**config.mk**
```make
export PLATFORM = sky130hd
export DESIGN_NAME = clock_reset_sequencer
export DESIGN_NICKNAME = d
export VERILOG_FILES = /design/src/rtl/reset_seq_pkg.sv /design/src/rtl/reset_seq_sync.sv /design/src/rtl/clock_reset_sequencer.sv
export SDC_FILE = /design/constraint.sdc
export NUM_CORES = 1
export LEC_CHECK = 0
export CELL_PAD_IN_SITES_DETAIL_PLACEMENT = 0
export CELL_PAD_IN_SITES_GLOBAL_PLACEMENT = 1
export CORE_MARGIN = 1
export CORE_UTILIZATION = 43
export CTS_BUF_LIST = sky130_fd_sc_hd__clkbuf_16
export DETAILED_ROUTE_END_ITERATION = 6
export PLACE_DENSITY_LB_ADDON = 0.25
export SLEW_MARGIN = 20
export SYNTH_ARGS = -nofsm -noshare
export SYNTH_HDL_FRONTEND = slang
export SYNTH_SLANG_ARGS = --single-unit
```
**constraint.sdc**
```tcl
create_clock -name clock -period 1.9 [get_ports clock]
set_input_delay 0.475 -clock clock [delete_from_list [all_inputs] [get_ports clock]]
set_output_delay 0.475 -clock clock [all_outputs]
set_load 0.01 [all_outputs]
```
**src/rtl/reset_seq_pkg.sv**
```systemverilog
// Shared types and defaults for the per-domain clock/reset sequencer.
package reset_seq_pkg;

   localparam int SYNC_STAGES_DEF    = 3;
   localparam int STRETCH_CYCLES_DEF = 16;
   localparam int EVT_W              = 8;

   typedef enum logic [2:0] {
      HOLD   = 3'd0,
      CLK_ON = 3'd1,
      RUN    = 3'd2,
      SW_RST = 3'd3,
      ACK    = 3'd4
   } state_e;

endpackage

```
**src/rtl/reset_seq_sync.sv**
```systemverilog
// Reset-release synchronizer: asserts immediately, releases SYNC_STAGES edges later.
module reset_seq_sync #(
   parameter int SYNC_STAGES = 3
) (
   input  logic clk_i,
   input  logic rst_ni,
   output logic synced_o
);

   logic [SYNC_STAGES-1:0] chain_q;

   // shift a constant 1 in once the raw reset has released
   always_ff @(posedge clk_i or negedge rst_ni) begin
      if (!rst_ni) begin
         chain_q <= '0;
      end else begin
         chain_q <= {chain_q[SYNC_STAGES-2:0], 1'b1};
      end
   end

   assign synced_o = chain_q[SYNC_STAGES-1];

endmodule

```
**src/rtl/clock_reset_sequencer.sv**
```systemverilog
// Per-domain reset sequencer: synchronized, stretched reset, clock enable and sw reset handshake.
// Optional macro RESET_SEQ_EVENT_COUNT_EN adds a saturating sw-reset event counter port.
module clock_reset_sequencer #(
   parameter int SYNC_STAGES    = reset_seq_pkg::SYNC_STAGES_DEF,
   parameter int STRETCH_CYCLES = reset_seq_pkg::STRETCH_CYCLES_DEF
) (
   input  logic clock,
   input  logic reset,
   input  logic sw_reset_req,
   output logic sw_reset_ack,
   output logic auto_out_clock_en,
   output logic auto_out_reset,
   output logic reset_done
`ifdef RESET_SEQ_EVENT_COUNT_EN
   ,
   output logic [reset_seq_pkg::EVT_W-1:0] reset_events
`endif
);

   import reset_seq_pkg::*;

   localparam int CNT_W = $clog2(STRETCH_CYCLES + 1);
   localparam logic [CNT_W-1:0] CNT_LOAD = CNT_W'(STRETCH_CYCLES - 1);

   state_e           state_q, state_d;
   logic [CNT_W-1:0] cnt_q, cnt_d;
   logic             synced_s;
   logic             en_q, rst_q, done_q, ack_q;
   logic             en_d, rst_d, done_d, ack_d;

   reset_seq_sync #(
      .SYNC_STAGES (SYNC_STAGES)
   ) u_sync (
      .clk_i    (clock),
      .rst_ni   (reset),
      .synced_o (synced_s)
   );

   // state, counter and registered outputs
   always_ff @(posedge clock or negedge reset) begin
      if (!reset) begin
         state_q <= HOLD;
         cnt_q   <= '0;
         en_q    <= 1'b0;
         rst_q   <= 1'b1;
         done_q  <= 1'b0;
         ack_q   <= 1'b0;
      end else begin
         state_q <= state_d;
         cnt_q   <= cnt_d;
         en_q    <= en_d;
         rst_q   <= rst_d;
         done_q  <= done_d;
         ack_q   <= ack_d;
      end
   end

   // next-state and stretch counter
   always_comb begin
      state_d = state_q;
      cnt_d   = cnt_q;
      case (state_q)
         HOLD: begin
            if (synced_s) begin
               state_d = CLK_ON;
               cnt_d   = CNT_LOAD;
            end else begin
               state_d = HOLD;
            end
         end
         CLK_ON, SW_RST: begin
            if (cnt_q == '0) begin
               state_d = (state_q == CLK_ON) ? RUN : ACK;
            end else begin
               cnt_d = cnt_q - CNT_W'(1);
            end
         end
         RUN: begin
            if (sw_reset_req) begin
               state_d = SW_RST;
               cnt_d   = CNT_LOAD;
            end else begin
               state_d = RUN;
            end
         end
         // leaving ACK only on req low is what makes the handshake four-phase
         ACK: begin
            if (!sw_reset_req) begin
               state_d = RUN;
            end else begin
               state_d = ACK;
            end
         end
         default: begin
            state_d = HOLD;
            cnt_d   = '0;
         end
      endcase
   end

   // Moore output decode of the upcoming state, registered above
   always_comb begin
      en_d   = 1'b0;
      rst_d  = 1'b1;
      done_d = 1'b0;
      ack_d  = 1'b0;
      case (state_d)
         HOLD: begin
            en_d = 1'b0;
         end
         CLK_ON, SW_RST: begin
            en_d = 1'b1;
         end
         RUN: begin
            en_d   = 1'b1;
            rst_d  = 1'b0;
            done_d = 1'b1;
         end
         ACK: begin
            en_d   = 1'b1;
            rst_d  = 1'b0;
            done_d = 1'b1;
            ack_d  = 1'b1;
         end
         default: begin
            en_d = 1'b0;
         end
      endcase
   end

   assign auto_out_clock_en = en_q;
   assign auto_out_reset    = rst_q;
   assign reset_done        = done_q;
   assign sw_reset_ack      = ack_q;

`ifdef RESET_SEQ_EVENT_COUNT_EN
   logic [EVT_W-1:0] events_q;

   // count entries into SW_RST, saturating
   always_ff @(posedge clock or negedge reset) begin
      if (!reset) begin
         events_q <= '0;
      end else if (state_q == RUN && state_d == SW_RST && events_q != {EVT_W{1'b1}}) begin
         events_q <= events_q + EVT_W'(1);
      end else begin
         events_q <= events_q;
      end
   end

   assign reset_events = events_q;
`endif

endmodule

```
### Word-level counts from Yosys, hierarchy flattened

Cells that the tools add are included.

* $add $sub $neg: 1
* equality and inequality tests: 11
* multiplexer cells: 14
* bitwise gates (word level): 1
* reduce and logical (&&, ||, !) cells: 6

Operator list (count)
* $pmux 5 s4: 1
* $mux 5: 3
* $eq 3x2->1 const B: 4
* $pmux 3 s4: 1
* $mux 3: 3
* $eq 3x1->1 const B: 2
* $eq 3x3->1 const B: 2
* $mux 1: 6
* $logic_not 5->1: 1
* $sub 5x1->5 const B: 1
* $ne 2x2->1 const B: 2
* $reduce_and 4->1: 1
* $reduce_or 2->1: 2
* $reduce_or 4->1: 1
* $logic_not 3->1: 1
* $ne 2x1->1 const B: 1
* $not 1->1: 1

* output and inout port bits: 4
* register bits after elaboration: 15
* input port bits: 3

### Longest topological paths before layout

Gate-level depths: netlist (run 1).

* word-level depth: 7
* mapped depth: 6
* mapped depth without buffers: 6

### Cells and area by module

A second synthesis (run 1) with hierarchy kept.

* cells, all modules: 66
* area total of the unflattened synthesis: 738.2 um^2

By module, submodules not included
* clock_reset_sequencer: sequential area each 301.5 um^2, cells each 62, instances 1, area each 659.4 um^2
* reset_seq_sync: sequential area each 75.1 um^2, cells each 4, instances 1, area each 78.8 um^2

### Worst setup path before layout (run 1)

No wires, ideal clock.

* path kind: reg-to-reg
* start: reg cnt_q[0]
* end: reg cnt_q[3]
* stages on the path, launching flop included: 7
* arrival time: 1.600 ns
* buffers on the path: 0
* slack: 0.174 ns
* required time: 1.774 ns
* cells stage by stage: dfrtp_1 > inv_1 > ha_1 > or4b_4 > nor2_4 > or3_4 > a221o_2

* cells in the longest elaborated chain, start to end: 3
* elaborated cells on any way between the ends: 6
* those cells by class: add/sub: 1; eq/ne: 1; mux: 2; reduce/logical: 2

Ends and longest elaborated chain
* start, declared: line clock_reset_sequencer.sv:26 `logic [CNT_W-1:0] cnt_q, cnt_d;`
* start signal, assigned: line clock_reset_sequencer.sv:50 `cnt_q <= cnt_d;`
* $sub 5x1->5 / $logic_not 5->1 (equally long branches): line clock_reset_sequencer.sv:75, clock_reset_sequencer.sv:72
* $mux 5 / $ne 2x2->1 (equally long branches)
* $pmux 5 s4 / $reduce_and 4->1 (equally long branches)

Parallel ways exist; a longest one is shown, timed or not. The select of a mux whose other input is x is not followed.
A chain may end at the register's enable or synchronous reset.

### Final worst setup path (run 1)

* start: reg cnt_q[1]
* end: reg en_q, in the netlist auto_out_clock_en

* cells in the longest elaborated chain, start to end: 6
* elaborated cells on any way between the ends: 9
* those cells by class: eq/ne: 4; mux: 3; reduce/logical: 2

Ends and longest elaborated chain
* $logic_not 5->1 (*): line clock_reset_sequencer.sv:72 `if (cnt_q == '0) begin`
* $mux 3 (*): line clock_reset_sequencer.sv:72
* $pmux 3 s4 (*): line clock_reset_sequencer.sv:62 `case (state_q)`
* named net state_d[1]: line clock_reset_sequencer.sv:25 `state_e state_q, state_d;`
* $eq 3x3->1 (tied with other cells): line clock_reset_sequencer.sv:107 `case (state_d)`
* $reduce_or 4->1 (no line) (*)
* $mux 1 (*): line clock_reset_sequencer.sv:107
* named net en_d: line clock_reset_sequencer.sv:29 `logic en_d, rst_d, done_d, ack_d;`
* end signal, assigned: line clock_reset_sequencer.sv:51 `en_q <= en_d;`
* end, declared: line clock_reset_sequencer.sv:28 `logic en_q, rst_q, done_q, ack_q;`

Mark *: on every way through the listed nets, which the timed path passes. The rest lies on a longest branch.

==> results.ini, run 1 <==
[outcome]
status=finished with violations
violations=design-rule violations

[placement]
place.gp.congestion=0.748
dpl-instance-area_um2=867
place_hpwl_um=986
dp_slack_ns=-0.113
io_buffers=6

[floorplan]
initial_utilization_pct=47.6
std_cell_rows=14
die_area_um2=1900
die_width_um=43.5
chipHeight_um=43.5
io_pins=7
core_area_um2=1560

[synthesis]
synth_seq_cells=15
seq_area_frac_synth_pct=50.8
yosysUniqueCellTypes=32
synth_edf_count=0
postSynthNetCount=67
async_reset_ff_share_pct=100
synth_area_um2=742
yosys_warnings=0
syn_area_per_cell_um2=12.0
synth_area_leaders=dfrtp_1, dfstp_2, o41ai_1
synth_top_area_share_pct=47.2
syn_inst=62
synthFlopType=dfrtp_1
synth_top_cell_by_area=dfrtp_1

[worst_setup_path]
end_kind=flop
critPathLaunchType=flop
critPathMaxFanout=4
criticalPathCategory=reg -> reg
cp.arrival_ns=1.92
r2r_slack_ns=0.1
required_ns=2.02

[clock_network]
h-tree-depth=1
ctsHoldBuffers=0
numClockSinks=15
cts-resized-gates=0
clock_latency_ns=0.24
root_buffer=clkbuf_16
numCtsBuffers=3
clk_pin_slew_ns=0.05
clk_path_buf_depth=2
tritoncts=yes

[timing]
finalSetupViolCount=0
fmax_mhz=554
fin_crit_sh_pct=95.0
rsz0062_at_grt=false
finalMaxSlewViolations=0
finalHoldViolCount=0
worst_hold_slack_ns=0.347
period_minus_slack_ns=1.80
setup_ws_ns=0.0951
clock_skew_ns=0.00257

[global_routing]
grt_pass1_wl_mm=2.42
gr-usage-met3_pct=4.17
antenna_found_initial=0
grt_use_met1_pct=25.5
grt_start_max_net_pins=16
grt_overflow_total=0
grt_pass1_vias=516
use_met2_pct=24.8
grt_busiest_layer=met1
grt_usage_pct=18.1

[power_and_ir_drop]
leakage_nw=0.428
finalPower_mw=1.61
power_density_nw_per_um2=1690
ir_worst_vdd_v=0.00104

[layout]
seqCellArea_um2=377
final_common_cell=dfrtp_1
multiInputGateArea_um2=343
area_delta_synth_final_pct=28.7
layout_common_cells=dfrtp_1, buf_4, clkdlybuf4s50_1, nand2_1, inv_1
fillers=135
final_layout_size_suffix_gt1_share_pct=34.2
finalInstanceArea_um2=955
diodes=0
final_net_count=85

[routing]
first_pass_iters=5
ant_nets=0
vias_per_cell=5.67
post_drt_wl_per_cell_um=14.8
drc=2
drt_iter0_markers=7
routed_wl_mm=1.40
vias=539

[min_path]
hold_class=reg -> reg

[run]
max_cap_violations=0

==> stage by stage <==
step | setup TNS (ns) | utilization, % | std cells
2_1_floorplan | 0 | - | 62
3_3_place_gp | -0.150 | 55.6 | 90
3_5_place_dp | -0.206 | 55.6 | 90
4_1_cts | 0 | 60.8 | 94
5_1_grt | 0 | 61.2 | 95
6_report | 0 | 61.2 | 95
==> metal layers <==
layer  vias to the layer above  wire length, um
met1                       261              648
met2                         8              685
li1                        266                -
met5                         -                0
met4                         0               27
met3                         4               40
==> cells by family (layout without fill, tap and decap cells) <==
family,after synthesis,count (layout),synth area share [%]
compound gates,16,16,18.9
fa+ha+maj,2,2,3.37
buf+inv,5,22,3.04
flops,15,15,50.8
mux,1,1,1.35
other cells,1,1,0.505
simple gates,22,22,22.1
==> worst max-delay path, stage by stage (launching register included) <==
cell     delay [ns]
dfrtp_1        0.41
inv_1          0.09
ha_1           0.17
nor4b_4        0.22
nor2_1         0.09
or3_4          0.39
or3_1          0.32
==> synth_stat cells (all sizes together), types with 2 or more instances <==
library cell and count:
nand2 5, nor3 2, ha 2, inv 4
a21oi 2, nand2b 2, or3 3, nor2 4
a32o 2, dfrtp 14, o41ai 3, a22o 2
==> worst paths after layout <==
check / depth (start not counted) / endpoint / from
max reg2reg: 6 / auto_out_clock_en / cnt_q[1]
max in group asynchronous: 2 / auto_out_reset / reset
min in group asynchronous: 2 / state_q[1] / reset
min: 0 / u_sync.chain_q[2] / u_sync.chain_q[1]
min reg2reg: 0 / u_sync.chain_q[2] / u_sync.chain_q[1]
max: 6 / auto_out_clock_en / cnt_q[1]
==> cell type report <==
class	instances	share of cell area, %
Inverter	4	1.57
Clock inverter	1	0.524
Multi-Input combinational cell	42	35.9
Tap cell	16	2.10
Timing Repair Buffer	14	12.6
Sequential cell	15	39.4
Clock buffer	3	7.86
==> sequential cells by signal, indices dropped and copies added, names as in the netlist <==
name               count
auto_out_clock_en      1
auto_out_reset         1
cnt_q                  5
reset_done             1
state_q                3
sw_reset_ack           1
u_sync.chain_q         3
==> what timing repair did <==
| action | 4_1_cts | 5_1_grt |
|---|---|---|
| endpoints found under the setup margin | 0 | 1 |
| endpoints found under the hold margin | 0 | 0 |
| buffers inserted | 0 | 1 |
==> report_power, final <==
part           switching (mW)  internal, mW
clock                   0.128         0.281
sequential              0.116         0.431
combinational           0.290         0.364
total                   0.534          1.08
Note: power is estimated with default switching activity, not from simulation.
==> run 2: changes to the inputs <==
--- a/config.mk
+++ b/config.mk
@@ -8,11 +8,12 @@
 export CELL_PAD_IN_SITES_DETAIL_PLACEMENT = 0
 export CELL_PAD_IN_SITES_GLOBAL_PLACEMENT = 1
 export CORE_MARGIN = 1
-export CORE_UTILIZATION = 43
+export CORE_UTILIZATION = 42
 export CTS_BUF_LIST = sky130_fd_sc_hd__clkbuf_16
 export DETAILED_ROUTE_END_ITERATION = 6
 export PLACE_DENSITY_LB_ADDON = 0.25
 export SLEW_MARGIN = 20
 export SYNTH_ARGS = -nofsm -noshare
 export SYNTH_HDL_FRONTEND = slang
+export SYNTH_HIERARCHICAL = 1
 export SYNTH_SLANG_ARGS = --single-unit
==> run 2 against run 1 <==
Compared with the run above:
- the run now ends clean
- clock power shrank 3%
- register-to-register slack gained 0.24 ns
- sequential power grew 4.9%
- final cell count shrank 4.2%
- total power shrank 7.0%
- highest routed layer unchanged
==> results.ini, run 2 <==
[clock_network]
post_cts.repair.setup_buffers=0  ; unchanged
cts-resized-gates=0  ; unchanged
root_buffer=clkbuf_16
numCtsBuffers=3  ; unchanged
tritoncts=yes
clk_pin_slew_ns=0.04  ; about the same
clk_path_buf_depth=2  ; unchanged
numClockSinks=15  ; unchanged
ctsHoldBuffers=0  ; unchanged
h-tree-depth=1  ; unchanged
clock_latency_ns=0.24  ; about the same

[timing]
clock_skew_ns=0.00145  ; -0.00112 ns
rsz0062_at_grt=false
setup_tns_ns=0  ; unchanged
finalHoldViolCount=0  ; unchanged
finalSetupViolCount=0  ; unchanged
fin_crit_sh_pct=92.9  ; -2.1 points
fmax_mhz=567  ; +2.3%
finalMaxSlewViolations=0  ; unchanged
worst_hold_slack_ns=0.344  ; -0.00299 ns
period_minus_slack_ns=1.76  ; -0.0399 ns

[synthesis]
synth_area_leaders=dfrtp_1, mux2i_1, dfstp_2
synth_edf_count=0  ; unchanged
synth_top_cell_by_area=dfrtp_1
yosysUniqueCellTypes=32  ; unchanged
async_reset_ff_share_pct=100  ; unchanged
synthFlopType=dfrtp_1
syn_inst=66  ; +6.5%
postSynthNetCount=71  ; +6.0%
synth_top_area_share_pct=47.5  ; +0.24 points
synth_seq_cells=15  ; unchanged
seq_area_frac_synth_pct=51.0  ; +0.26 points
post-synth-top-count-cell=dfrtp_1
yosys-top-cells-count=dfrtp_1, nand2_1, nor2_1
syn_area_per_cell_um2=11.2  ; -6.5%
synth_area_um2=738  ; -0.51%
yosys_warnings=6  ; +6

[worst_setup_path]
critPathTopFamily=buffers and inverters
slowest_stage=clkdlybuf4s50_1
required_ns=1.42  ; -0.60 ns
end_kind=primary output
crit_chain=clkdlybuf4s50_1
critPathMaxFanout=1  ; -3
critPathMaxStageDelay_ns=0.53  ; +0.12 ns
cp.buffers_inverters=1  ; unchanged
cp.arrival_ns=1.29  ; -0.63 ns
critPathLaunchType=flop
criticalPathCategory=reg -> out

[routing]
ant_nets=0  ; unchanged
first_pass_iters=4  ; -1
vias=481  ; -11%
vias_per_cell=5.29  ; -6.8%
drc=0  ; -2
post_drt_wl_per_cell_um=13.5  ; -8.3%
routed_wl_mm=1.23  ; -12%
drt_iter0_markers=6  ; -1

[power_and_ir_drop]
power_density_nw_per_um2=1680  ; -0.45%
intPower_mw=1.01  ; -6.2%
finalPower_mw=1.50  ; -7.0%
combPwrFrac_pct=35.3  ; -5.3 points
switching_share_pct=32.6  ; -0.54 points
leakage_nw=0.409  ; -4.5%
p_switching_mw=0.489  ; -8.5%
pwr-share-seq_pct=38.3  ; +4.3 points
clock_power_share_pct=26.4  ; +1.0 points
ir_worst_vdd_v=0.000840  ; -19%

[placement]
place_hpwl_um=879  ; -11%
place.gp.congestion=0.830  ; +11%
io_buffers=6  ; unchanged

[min_path]
hold_class=reg -> reg

[global_routing]
grt_start_max_net_pins=16  ; unchanged
grt_usage_pct=16.7  ; -1.4 points
antenna_found_initial=0  ; unchanged
grt_pass1_wl_mm=2.12  ; -12%
grt_pass1_vias=464  ; -10%
grt_overflow_total=0  ; unchanged

[layout]
area_delta_synth_final_pct=20.8
final_common_cell=dfrtp_1
layout_common_cells=dfrtp_1, clkdlybuf4s50_1, nand2_1, nor2_1
diodes=0  ; unchanged
largest_reg_flops=5  ; unchanged
final_net_count=81  ; -4.7%
largest-register=cnt_q
reg_top3=cnt_q (5), state_q (3), u_sync/chain_q (3)
final_layout_size_suffix_gt1_share_pct=18.7  ; -16 points

[run]
max_cap_violations=0  ; unchanged

[floorplan]
core_area_um2=1580  ; +1.1%
die_width_um=43.9  ; +0.88%
std_cell_rows=14  ; unchanged
initial_utilization_pct=46.8  ; -0.77 points
die_area_um2=1930  ; +1.8%
chipHeight_um=43.9  ; +0.88%
io_pins=7  ; unchanged

[outcome]
status=completed

-- run 2: cell families after synthesis --
| logic type | count (synthesis) | synth area share, % |
|---|---|---|
| mux | 4 | 5.42 |
| xor+xnor | 1 | 1.19 |
| buf+inv | 6 | 4.24 |
| fa+ha+maj | 2 | 3.39 |
| compound gates | 15 | 15.4 |
| flops | 15 | 51.0 |
| other cells | 1 | 0.508 |
| simple gates | 22 | 18.8 |
-- run 2: cell type report --
cell class | count | area (um^2)
Fill cell | 142 | 684
Sequential cell | 15 | 377
Multi-Input combinational cell | 45 | 330
Clock buffer | 3 | 75.1
Timing Repair Buffer | 8 | 75.1
Tap cell | 16 | 20.0
Inverter | 3 | 11.3
Clock inverter | 1 | 3.75
-- run 2: path summary, 6_finish.rpt --
path                                        start                end  slack, ns  cells after the start
worst max-delay path               auto_out_reset     auto_out_reset       0.14                      1
worst min-delay path            u_sync/chain_q[1]  u_sync/chain_q[2]       0.34                      0
worst max register to register           cnt_q[0]           cnt_q[3]       0.34                      5
worst min register to register  u_sync/chain_q[1]  u_sync/chain_q[2]       0.34                      0
max in group asynchronous                   reset     auto_out_reset       1.11                      2
min in group asynchronous                   reset       sw_reset_ack       0.55                      2
-- run 2: through the flow --
stage | instances | setup slack, ns | util [%] | instance area [um^2]
floorplan | 66 | 0.516 | - | 738
global placement | 87 | -0.000856 | 51.6 | 813
detailed placement | 87 | -0.0131 | 51.6 | 813
CTS | 91 | 0.120 | 56.6 | 892
global route | 91 | 0.103 | 56.6 | 892
finish | 91 | 0.135 | 56.6 | 892
-- run 2: metal layers --
metal	global-route usage (%)	share of wire, %	vias up	wire length (um)
met5	0	0	-	0
met4	14.5	3.9	0	48
met1	19.7	49	218	606
met2	22.4	42	10	515
met3	7.92	5.0	5	61
li1	-	-	248	-
-- run 2: power by group through the flow --
stage | clock, mW | sequential (mW) | combinational, mW
floorplan | 0 | 0.529 | 0.444
global placement | 0 | 0.576 | 0.531
global route | 0.420 | 0.597 | 0.586
detailed placement | 0 | 0.581 | 0.531
CTS | 0.405 | 0.575 | 0.536
finish | 0.395 | 0.574 | 0.529
==> run 3: changes to the inputs <==
--- a/config.mk
+++ b/config.mk
@@ -7,7 +7,7 @@
 export LEC_CHECK = 0
 export CELL_PAD_IN_SITES_DETAIL_PLACEMENT = 0
 export CELL_PAD_IN_SITES_GLOBAL_PLACEMENT = 1
-export CORE_MARGIN = 1
+export CORE_MARGIN = 3
 export CORE_UTILIZATION = 42
 export CTS_BUF_LIST = sky130_fd_sc_hd__clkbuf_16
 export DETAILED_ROUTE_END_ITERATION = 6
==> run 3 against run 2 <==
Compared with the run above:
- total power grew 1.0%
- worst setup slack better by 0.0070 ns
- final area increased by 0.14%
- register-to-register slack worse by 0.02 ns
- via count rose by 6.4%
- largest cell class unchanged
==> results.ini, run 3 (synthesis results as in run 2) <==
[clock_network]
cts-resized-gates=0  ; unchanged
post_cts.repair.setup_buffers=0  ; unchanged
clk_pin_slew_ns=0.05  ; about the same
ctsHoldBuffers=0  ; unchanged
h-tree-depth=1  ; unchanged
tritoncts=yes
clock_latency_ns=0.24  ; about the same
clk_path_buf_depth=2  ; unchanged
root_buffer=clkbuf_16
numClockSinks=15  ; unchanged
numCtsBuffers=3  ; unchanged

[worst_setup_path]
cp.buffers_inverters=1  ; unchanged
crit_chain=clkdlybuf4s50_1
end_kind=primary output
cp.arrival_ns=1.28  ; about the same
critPathLaunchType=flop
critPathTopFamily=buffers and inverters
required_ns=1.42  ; about the same
criticalPathCategory=reg -> out
critPathMaxStageDelay_ns=0.53  ; about the same
slowest_stage=clkdlybuf4s50_1
critPathMaxFanout=1  ; unchanged

[timing]
clock_skew_ns=0.00379  ; +0.00234 ns
finalHoldViolCount=0  ; unchanged
period_minus_slack_ns=1.76  ; -0.00703 ns
rsz0062_at_grt=false
fin_crit_sh_pct=92.5  ; -0.37 points
worst_hold_slack_ns=0.355  ; +0.0114 ns
finalMaxSlewViolations=0  ; unchanged
finalSetupViolCount=0  ; unchanged
fmax_mhz=569  ; +0.40%

[global_routing]
grt_usage_pct=15.3  ; -1.4 points
grt_pass1_wl_mm=2.39  ; +13%
grt_start_max_net_pins=16  ; unchanged
antenna_found_initial=0  ; unchanged
grt_pass1_vias=527  ; +14%
grt_overflow_total=0  ; unchanged

[floorplan]
initial_utilization_pct=46.8  ; unchanged
std_cell_rows=14  ; unchanged
chipHeight_um=47.9  ; +9.1%
die_area_um2=2300  ; +19%
core_area_um2=1580  ; unchanged
die_width_um=47.9  ; +9.1%
io_pins=7  ; unchanged

[routing]
drc=0  ; unchanged
vias=512  ; +6.4%
drt_iter0_markers=7  ; +1
vias_per_cell=5.63  ; +6.4%
first_pass_iters=4  ; unchanged
routed_wl_mm=1.30  ; +5.5%
post_drt_wl_per_cell_um=14.3  ; +5.5%
ant_nets=0  ; unchanged

[layout]
multiInputGateArea_um2=330  ; unchanged
seqCellArea_um2=377  ; unchanged
largest_reg_flops=5  ; unchanged
diodes=0  ; unchanged
final_core_util_pct=56.7  ; +0.079 points
final_common_cell=dfrtp_1
final_net_count=81  ; unchanged
largest-register=cnt_q
fillers=143  ; +0.70%
layout_common_cells=dfrtp_1, clkdlybuf4s50_1, nand2_1, nor2_1, mux2i_1
area_delta_synth_final_pct=21.0
final_layout_size_suffix_gt1_share_pct=20.0  ; +1.3 points
reg_top3=cnt_q (5), state_q (3), u_sync/chain_q (3)

[placement]
place.gp.congestion=0.735  ; -12%
io_buffers=6  ; unchanged
place_hpwl_um=911  ; +3.7%

[run]
max_cap_violations=0  ; unchanged

[power_and_ir_drop]
ir_worst_vdd_v=0.000819  ; -2.5%
power_density_nw_per_um2=1690  ; +0.90%
leakage_nw=0.408  ; -0.35%

[outcome]
status=completed

[min_path]
hold_class=reg -> reg

run 3: cell count changes in the layout (fill, tap and decap cells not counted):
cell,previous run,this run
clkinv_2,0,1
inv_1,4,3
run 3: path summary, 6_finish.rpt:
kind,start,to,slack (ns),cells past startpoint
max,auto_out_reset,auto_out_reset,0.14,1
min,u_sync/chain_q[0],u_sync/chain_q[1],0.36,0
max reg2reg,cnt_q[0],cnt_q[3],0.32,5
min reg2reg,u_sync/chain_q[0],u_sync/chain_q[1],0.36,0
max in group asynchronous,reset,auto_out_reset,1.11,2
min in group asynchronous,reset,cnt_q[3],0.55,2
run 3: layout make-up:
type	instances	area share, %
multi-input cells	45	37.0
well taps	16	2.24
flip-flops and latches	15	42.2
repair buffers	8	8.40
clock inverters	1	0.560
inverters	3	1.26
clock buffers	3	8.40
run 3: metal layers:
layer	vias to the layer above	share of wire, %	wire, um	global-route usage [%]
met4	0	1.0	13	6.45
li1	249	-	-	-
met3	2	4.1	53	3.76
met2	9	47	611	25.1
met5	-	0	0	0
met1	252	48	620	19.0
run 3: where the power goes:
part | total [mW] | leakage, nW | internal (mW) | switching [mW]
sequential | 0.577 | 0.177 | 0.438 | 0.139
combinational | 0.534 | 0.190 | 0.294 | 0.241
clock | 0.402 | 0.0409 | 0.280 | 0.122
run 3: through the flow:
step	instances	setup slack, ns	area [um^2]	total power [mW]	setup TNS, ns
6_report	91	0.142	893	1.51	0
5_1_grt	91	0.108	893	1.64	0
4_1_cts	91	0.130	893	1.53	0
3_5_place_dp	87	-0.0230	813	1.12	-0.0427
3_3_place_gp	87	0.00312	813	1.11	0
2_1_floorplan	66	0.516	738	0.973	0
